$ cat config.mk
export PLATFORM = sky130hd
export DESIGN_NAME = serial_add_ctrl_flat
export DESIGN_NICKNAME = d
export VERILOG_FILES = /design/src/rtl/serial_add_ctrl_if.sv /design/src/rtl/serial_add_ctrl.sv /design/src/flat_wrapper.sv
export SDC_FILE = /design/constraint.sdc
export NUM_CORES = 1
export LEC_CHECK = 0
export CAP_MARGIN = 20
export CORE_AREA = 2 2 56 71
export DETAILED_ROUTE_END_ITERATION = 10
export DIE_AREA = 0 0 58 73
export GPL_ROUTABILITY_DRIVEN = 0
export PLACE_DENSITY_LB_ADDON = 0.08
export SYNTH_ARGS = -nofsm -noshare
export SYNTH_HDL_FRONTEND = slang
export SYNTH_SLANG_ARGS = --single-unit
$ cat constraint.sdc
create_clock -name clk -period 1.2 [get_ports clk]
set_input_delay 0.24 -clock clk [delete_from_list [all_inputs] [get_ports clk]]
set_output_delay 0.24 -clock clk [all_outputs]
set_load 0.05 [all_outputs]
$ cat src/rtl/serial_add_ctrl_if.sv
// Operand/result handshake bundle for the bit-serial adder.
interface serial_add_ctrl_if #(
  parameter int unsigned WIDTH = 8
);
  logic             i_valid;
  logic             o_ready;
  logic [WIDTH-1:0] i_a;
  logic [WIDTH-1:0] i_b;
  logic             i_cin;
  logic             o_valid;
  logic             i_ready;
  logic [WIDTH-1:0] o_sum;
  logic             o_cout;
  logic             o_busy;

  // Adder side: takes operands, presents the result.
  modport slave (
    input  i_valid, i_a, i_b, i_cin, i_ready,
    output o_ready, o_valid, o_sum, o_cout, o_busy
  );

  // Client side: issues operands, consumes the result.
  modport master (
    output i_valid, i_a, i_b, i_cin, i_ready,
    input  o_ready, o_valid, o_sum, o_cout, o_busy
  );
endinterface

$ cat src/rtl/serial_add_ctrl.sv
// Bit-serial adder: one full-adder cell and a carry flop, LSB first,
// with a valid/ready request and result handshake.
module serial_add_ctrl #(
  parameter int unsigned WIDTH = 8
) (
  input  logic               clk,
  input  logic               reset,
  serial_add_ctrl_if.slave   bus
);

  localparam int unsigned CW = $clog2(WIDTH + 1);

  typedef enum logic [1:0] {IDLE, RUN, DONE} state_t;

  state_t           state_q, state_d;
  logic [WIDTH-1:0] a_q, a_d;
  logic [WIDTH-1:0] b_q, b_d;
  logic [WIDTH-1:0] sum_q, sum_d;
  logic             c_q, c_d;
  logic [CW-1:0]    cnt_q, cnt_d;
  logic             ready_q, ready_d;
  logic             valid_q, valid_d;
  logic             busy_q, busy_d;

  logic             ha0_s, ha0_c, ha1_s, ha1_c, fa_c;
  logic             last_bit;
  logic [WIDTH:0]   sum_ext;

  // Single full-adder cell built from two half adders and an OR.
  assign ha0_s = a_q[0] ^ b_q[0];
  assign ha0_c = a_q[0] & b_q[0];
  assign ha1_s = ha0_s ^ c_q;
  assign ha1_c = ha0_s & c_q;
  assign fa_c  = ha0_c | ha1_c;

  // New sum bit enters at the MSB; after WIDTH shifts bit 0 lands at LSB.
  assign sum_ext  = {ha1_s, sum_q};
  assign last_bit = (cnt_q == CW'(WIDTH - 1));

  // Next-state and datapath update selection.
  always_comb begin
    state_d = state_q;
    a_d     = a_q;
    b_d     = b_q;
    sum_d   = sum_q;
    c_d     = c_q;
    cnt_d   = cnt_q;
    case (state_q)
      IDLE: begin
        if (bus.i_valid) begin
          state_d = RUN;
          a_d     = bus.i_a;
          b_d     = bus.i_b;
          c_d     = bus.i_cin;
          cnt_d   = '0;
          sum_d   = '0;
        end
      end
      RUN: begin
        a_d   = a_q >> 1;
        b_d   = b_q >> 1;
        c_d   = fa_c;
        sum_d = sum_ext[WIDTH:1];
        cnt_d = cnt_q + CW'(1);
        if (last_bit) begin
          state_d = DONE;
        end
      end
      DONE: begin
        if (bus.i_ready) begin
          state_d = IDLE;
        end
      end
      default: state_d = IDLE;
    endcase
    ready_d = (state_d == IDLE);
    valid_d = (state_d == DONE);
    busy_d  = (state_d == RUN);
  end

  // State, datapath and status-flag registers.
  always_ff @(posedge clk or posedge reset) begin
    if (reset) begin
      state_q <= IDLE;
      a_q     <= '0;
      b_q     <= '0;
      sum_q   <= '0;
      c_q     <= 1'b0;
      cnt_q   <= '0;
      ready_q <= 1'b1;
      valid_q <= 1'b0;
      busy_q  <= 1'b0;
    end else begin
      state_q <= state_d;
      a_q     <= a_d;
      b_q     <= b_d;
      sum_q   <= sum_d;
      c_q     <= c_d;
      cnt_q   <= cnt_d;
      ready_q <= ready_d;
      valid_q <= valid_d;
      busy_q  <= busy_d;
    end
  end

  // The carry flop holds the final carry once RUN completes.
  assign bus.o_ready = ready_q;
  assign bus.o_valid = valid_q;
  assign bus.o_busy  = busy_q;
  assign bus.o_sum   = sum_q;
  assign bus.o_cout  = c_q;

endmodule

$ cat src/flat_wrapper.sv
// flat-port wrapper written by rule: the top's interface ports become plain ports
module serial_add_ctrl_flat 
#(
  parameter int unsigned WIDTH = 8
)
  (clk, reset, bus_i_valid, bus_i_a, bus_i_b, bus_i_cin, bus_i_ready, bus_o_ready, bus_o_valid, bus_o_sum, bus_o_cout, bus_o_busy);
  serial_add_ctrl_if #(.WIDTH(WIDTH)) bus_i ();
  input  logic clk;
  input  logic reset;
  input wire logic [$bits(bus_i.i_valid)-1:0] bus_i_valid;
  input wire logic [$bits(bus_i.i_a)-1:0] bus_i_a;
  input wire logic [$bits(bus_i.i_b)-1:0] bus_i_b;
  input wire logic [$bits(bus_i.i_cin)-1:0] bus_i_cin;
  input wire logic [$bits(bus_i.i_ready)-1:0] bus_i_ready;
  output wire logic [$bits(bus_i.o_ready)-1:0] bus_o_ready;
  output wire logic [$bits(bus_i.o_valid)-1:0] bus_o_valid;
  output wire logic [$bits(bus_i.o_sum)-1:0] bus_o_sum;
  output wire logic [$bits(bus_i.o_cout)-1:0] bus_o_cout;
  output wire logic [$bits(bus_i.o_busy)-1:0] bus_o_busy;
  assign bus_i.i_valid = bus_i_valid;
  assign bus_i.i_a = bus_i_a;
  assign bus_i.i_b = bus_i_b;
  assign bus_i.i_cin = bus_i_cin;
  assign bus_i.i_ready = bus_i_ready;
  assign bus_o_ready = bus_i.o_ready;
  assign bus_o_valid = bus_i.o_valid;
  assign bus_o_sum = bus_i.o_sum;
  assign bus_o_cout = bus_i.o_cout;
  assign bus_o_busy = bus_i.o_busy;
  serial_add_ctrl #(.WIDTH(WIDTH)) u_core (.clk(clk), .reset(reset), .bus(bus_i));
endmodule
**Yosys cells after proc, flatten, opt, wreduce, memory -nomap -nowiden**

Index checks and enable logic that the tools add are counted.

- Add/subtract/negate cells: 1
- Bitwise operators: 5
- Reduce and logical (&&, ||, !) cells: 4
- Equality and inequality tests: 6
- Mux-type cells: 14

Operators with widths:

| cell | count |
|---|---|
| case mux 8 bit (2 select lines) | 3 |
| two-way mux 8 bit | 3 |
| case mux 4 bit (2 select lines) | 1 |
| two-way mux 2 bit | 3 |
| case mux 2 bit (3 select lines) | 1 |
| adder 4 x 1 -> 4 bit (second input constant) | 1 |
| equality test 2 x 1 -> 1 bit (second input constant) | 2 |
| equality test 2 bit (second input constant) | 2 |
| equality test 4 x 3 -> 1 bit (second input constant) | 1 |
| zero test 2 bit | 2 |
| two-way mux 4 bit | 1 |
| bitwise AND 1 bit | 2 |
| != test 2 bit (second input constant) | 1 |
| case mux 1 bit (2 select lines) | 1 |
| AND reduction 2 bit | 1 |
| nonzero test 2 bit | 1 |
| XOR 1 bit | 2 |
| two-way mux 1 bit | 1 |
| bitwise OR 1 bit | 1 |

- Input port bits: 21
- Word-level logic and storage cells: 39
- Register bits: 34
- Output and inout bits: 12

**Depth between registers and ports, before layout**

- Word-level depth: 4
- Gate-level depth with buffers: 5
- Depth with buffers taken out: 4

**Worst setup path after synthesis**

No wires, ideal clock.

- Path type: flip-flop to flip-flop
- Start point: reg u_core.c_q, in the netlist u_core.bus.o_cout
- End point: reg u_core.sum_q[7], in the netlist u_core.bus.o_sum[7]
- Buffers on the path: 0
- Required time: 1.073 ns
- Data arrival time: 1.371 ns
- Path slack: -0.298 ns
- Library setup time: 0.127 ns
- Period minus slack after synthesis: 1.498 ns
- Cell stages (with the launch flop): 4
- Path through: dfrtp_1 inv_1 fa_1 o21ai_0

- Longest elaborated chain between the ends: 2

RTL lines:

| element | RTL line | source |
|---|---|---|
| from (decl) | serial_add_ctrl.sv:19 | `logic c_q, c_d;` |
| from (signal assigned) | serial_add_ctrl.sv:88 | `c_q <= 1'b0;` |
| from (signal assigned) | serial_add_ctrl.sv:98 | `c_q <= c_d;` |
| XOR 1 bit | serial_add_ctrl.sv:32 | `assign ha1_s = ha0_s ^ c_q;` |
| case mux 8 bit (2 select lines) | serial_add_ctrl.sv:48 | `case (state_q)` |
| to (signal assigned) | serial_add_ctrl.sv:97 | `sum_q <= sum_d;` |
| to (decl) | serial_add_ctrl.sv:18 | `logic [WIDTH-1:0] sum_q, sum_d;` |

No other way between the ends.
A chain may end at the register's enable or synchronous reset.

**Worst setup path after layout**

- Start point: reg u_core.state_q[1]
- End point: reg u_core.a_q[0]

- Longest elaborated chain between the ends: 3
- Elaborated cells between the ends (all ways): 6
- Those cells by class: 2 x eq/ne; 1 x mux; 3 x reduce/logical

RTL lines:

| element | RTL line | source |
|---|---|---|
| from (decl) | serial_add_ctrl.sv:15 | `state_t state_q, state_d;` |
| from (signal assigned) | serial_add_ctrl.sv:94 | `state_q <= state_d;` |
| equality test 2 x 1 -> 1 bit or zero test 2 bit (tied branches) | serial_add_ctrl.sv:48 |  |
| nonzero test 2 bit (no source line) or != test 2 bit (tied branches) | n/a |  |
| AND reduction 2 bit (no source line) | n/a |  |
| to (signal assigned) | serial_add_ctrl.sv:85 | `a_q <= '0;` |
| to (signal assigned) | serial_add_ctrl.sv:95 | `a_q <= a_d;` |
| to (decl) | serial_add_ctrl.sv:16 | `logic [WIDTH-1:0] a_q, a_d;` |

Several ways; a longest one is shown, not always the timed one.

==> impl_metrics.env <==
export IMPL_synth_main_ff_cell="dfrtp_1"
export IMPL_crit_buf_inv=1
export IMPL_ctsHoldBuffers=0
export IMPL_drive_gt1_frac=0.326
export IMPL_synth_seq_cells=34
export IMPL_worst_pin_slew_ns=0.254
export IMPL_clk_latency_ns=0.28
export IMPL_synth_top_area_share=0.550
export IMPL_crit_required_ns=1.36
export IMPL_syn_avg_cell_area_sq_um=11.2
export IMPL_clk_path_buf_depth=2
export IMPL_die_h_microns=73
export IMPL_slew_headroom=0.831
export IMPL_path_class="register to register"
export IMPL_clock_sinks=34
export IMPL_die_x_microns=58
export IMPL_diodes=0
export IMPL_fmax_mhz=800
export IMPL_fin_crit_sh=1.04
export IMPL_hold_viol_final=0
export IMPL_htree_levels=2
export IMPL_antenna_found_initial=0
export IMPL_slew_viol_final=0
export IMPL_grt_pass1_vias=1278
export IMPL_rsz0062_at_grt="true"
export IMPL_gr_usage_met3=0.0372
export IMPL_ys_seq_area_frac=0.568
export IMPL_cp_start_kind="register"
export IMPL_final_nets=206
export IMPL_violations="negative setup slack"
export IMPL_synthToLayoutAreaGrowth_pct=56.5
export IMPL_num_vias=1226
export IMPL_cpPeakStageDelay_ns=0.42
export IMPL_r2r_start="u_core.state_q[1]"
export IMPL_p_leak_nw=1.04
export IMPL_max_cap_violations=0
export IMPL_period_needed_ns=1.25
export IMPL_portBuffers=32
export IMPL_critPathCaptureType="register"
export IMPL_fin_area_sq_um=2350
export IMPL_async_reset_ff_frac=1.00
export IMPL_place_hpwl_microns=2420
export IMPL_top_usage_layer="met2"
export IMPL_reg2reg_slack_ns=-0.05
export IMPL_finalSetupViolations=4
export IMPL_critPathArrivalTime_ns=1.41
export IMPL_cts_buffers=5
export IMPL_grt_ovfl_total=0
export IMPL_synthTopCellsByArea="dfrtp_1, a22oi_1, a22o_1"
export IMPL_yosysUniqueCellTypes=28
export IMPL_synth_edf_count=0
export IMPL_rows=25
export IMPL_skew_ns=0.00726
export IMPL_grt_max_degree=35
export IMPL_firstDrtPassIters=4
export IMPL_gr_usage_met2=0.326
export IMPL_timing_final_ws_setup_ns=-0.0504
export IMPL_synth_most_common_cell="dfrtp_1"
export IMPL_cts_tree="done"
export IMPL_start_util=0.414
export IMPL_ys_warn_count=0
export IMPL_syn_area_sq_um=1500
export IMPL_grt_usage=0.175
export IMPL_crit_family="flip-flops"
export IMPL_crit_path_cell_trace="buf_6 -> and2b_2 -> a2bb2oi_1 -> o21ai_0"
export IMPL_ir_drop_v=0.00190
export IMPL_synth_fp_nets=157
export IMPL_antenna_left=0
export IMPL_worstPathMaxFanout=6
export IMPL_powerDensity_nw_per_um2=2860
export IMPL_grt_use_met1=0.187
export IMPL_hold_path_class="primary input to async pin"
export IMPL_path_clk_slew_ns=0.07
export IMPL_yosysTopAreaCell="dfrtp_1"
export IMPL_dpl_cell_area_sq_um=2090
export IMPL_cpMaxStageDelayCell="dfrtp_2"
export IMPL_finalPower_w=0.00673
export IMPL_dieArea_sq_um=4230
export IMPL_drtIter0Drc=35
export IMPL_routedWlPerCell_microns=14.6
export IMPL_drc_errors=0
export IMPL_routed_wl_microns=3280
export IMPL_core_area_sq_um=3630
export IMPL_cts_root_buffer="clkbuf_8"
export IMPL_routed_via_density=5.47
export IMPL_run_status="finished, violations left"
export IMPL_io_pins=33
export IMPL_netlist_instances=134
export IMPL_synthTopCellsByCount="dfrtp_1, nand2_1, a22oi_1, o21ai_1"
export IMPL_r2r_worst_path_cells=4
export IMPL_grt_pass1_wl_microns=5640
export IMPL_rr_endpoint="u_core.a_q[0]"
## metrics by stage
step	std cells	utilization	hold WS, ns	setup TNS (ns)	worst slack, ns
finish	224	0.648	0.301	-0.0863	-0.0504
global route	224	0.648	0.325	-0.399	-0.105
CTS	222	0.626	0.308	-0.0152	-0.0152
detailed placement	211	0.577	0.478	-5.85	-0.274
global placement	211	0.577	0.467	-5.61	-0.234
floorplan	134	-	0.381	-0.106	-0.0537
## placed cells by master, fill, tap and decap left out, types with 2 or more instances in the layout
cell / instances
a2bb2oi_1: 2
dfrtp_2: 2
dfrtp_1: 31
clkdlybuf4s50_1: 19
nand2b_1: 2
o21ai_1: 16
a41o_1: 2
nand2_1: 17
a21oi_2: 2
clkbuf_8: 6
and2b_2: 2
a22oi_2: 2
buf_4: 11
buf_12: 16
nor2_1: 2
a22o_1: 9
buf_6: 5
inv_1: 4
o21ai_0: 2
a22oi_1: 12
bufinv_16: 2
## final cells by class
class	count	area, sq um
fillers	307	1280
flip-flops and latches	34	855
repair buffers	52	662
multi-input cells	85	619
clock buffers	6	82.6
clock inverters	2	60.1
well taps	40	50.0
inverters	5	21.3
## power by group
group | switching, W | internal, W | total (W) | leakage (nW)
Sequential | 0.000400 | 0.00162 | 0.00202 | 0.435
Combinational | 0.00166 | 0.00176 | 0.00342 | 0.529
Clock | 0.000398 | 0.000886 | 0.00128 | 0.0714
Total | 0.00246 | 0.00427 | 0.00673 | 1.04
## per-layer routing
metal,share of wire,vias to the layer above
met3,0.038,9
met5,0,-
met1,0.38,608
li1,-,578
met4,0.023,0
met2,0.56,31
## cell families after synthesis
| group | synth area share |
|---|---|
| flops | 0.568 |
| compound gates | 0.256 |
| buf+inv | 0.0550 |
| mux | 0.00750 |
| simple gates | 0.0925 |
| fa+ha+maj | 0.0217 |
## worst register-to-register path, cell delays in order (launching register included)
cell and delay (ns):
dfrtp_2 0.42, buf_6 0.13, and2b_2 0.26, a2bb2oi_1 0.22, o21ai_0 0.10
## flip-flops by register name, indices dropped and copies added (netlist names)
register and count:
u_core.a_q 8, u_core.b_q 8, u_core.bus.o_sum 8, u_core.cnt_q 4
u_core.state_q 2, u_core.bus.o_busy 1, u_core.bus.o_cout 1, u_core.bus.o_ready 1
u_core.bus.o_valid 1
## what timing repair did
item	CTS	global route
gates resized for setup	4	22
setup buffers	3	2
pin swaps	1	6
endpoints found under the hold margin	0	0
endpoints found under the setup margin	17	26
## worst max path at each step
stage	startpoint	to	slack, ns	cells after the start
2_1_floorplan	u_core.bus.o_cout	u_core.bus.o_sum[7]	-0.05	3
3_3_place_gp	bus_i_valid	u_core.a_q[0]	-0.23	5
3_5_place_dp	bus_i_valid	u_core.a_q[7]	-0.27	5
4_1_cts	u_core.bus.o_ready	bus_o_ready	-0.02	1
5_1_grt	u_core.state_q[1]	u_core.a_q[0]	-0.10	4
6_report	u_core.state_q[1]	u_core.a_q[0]	-0.05	4
(Power assumes the default switching activity.)
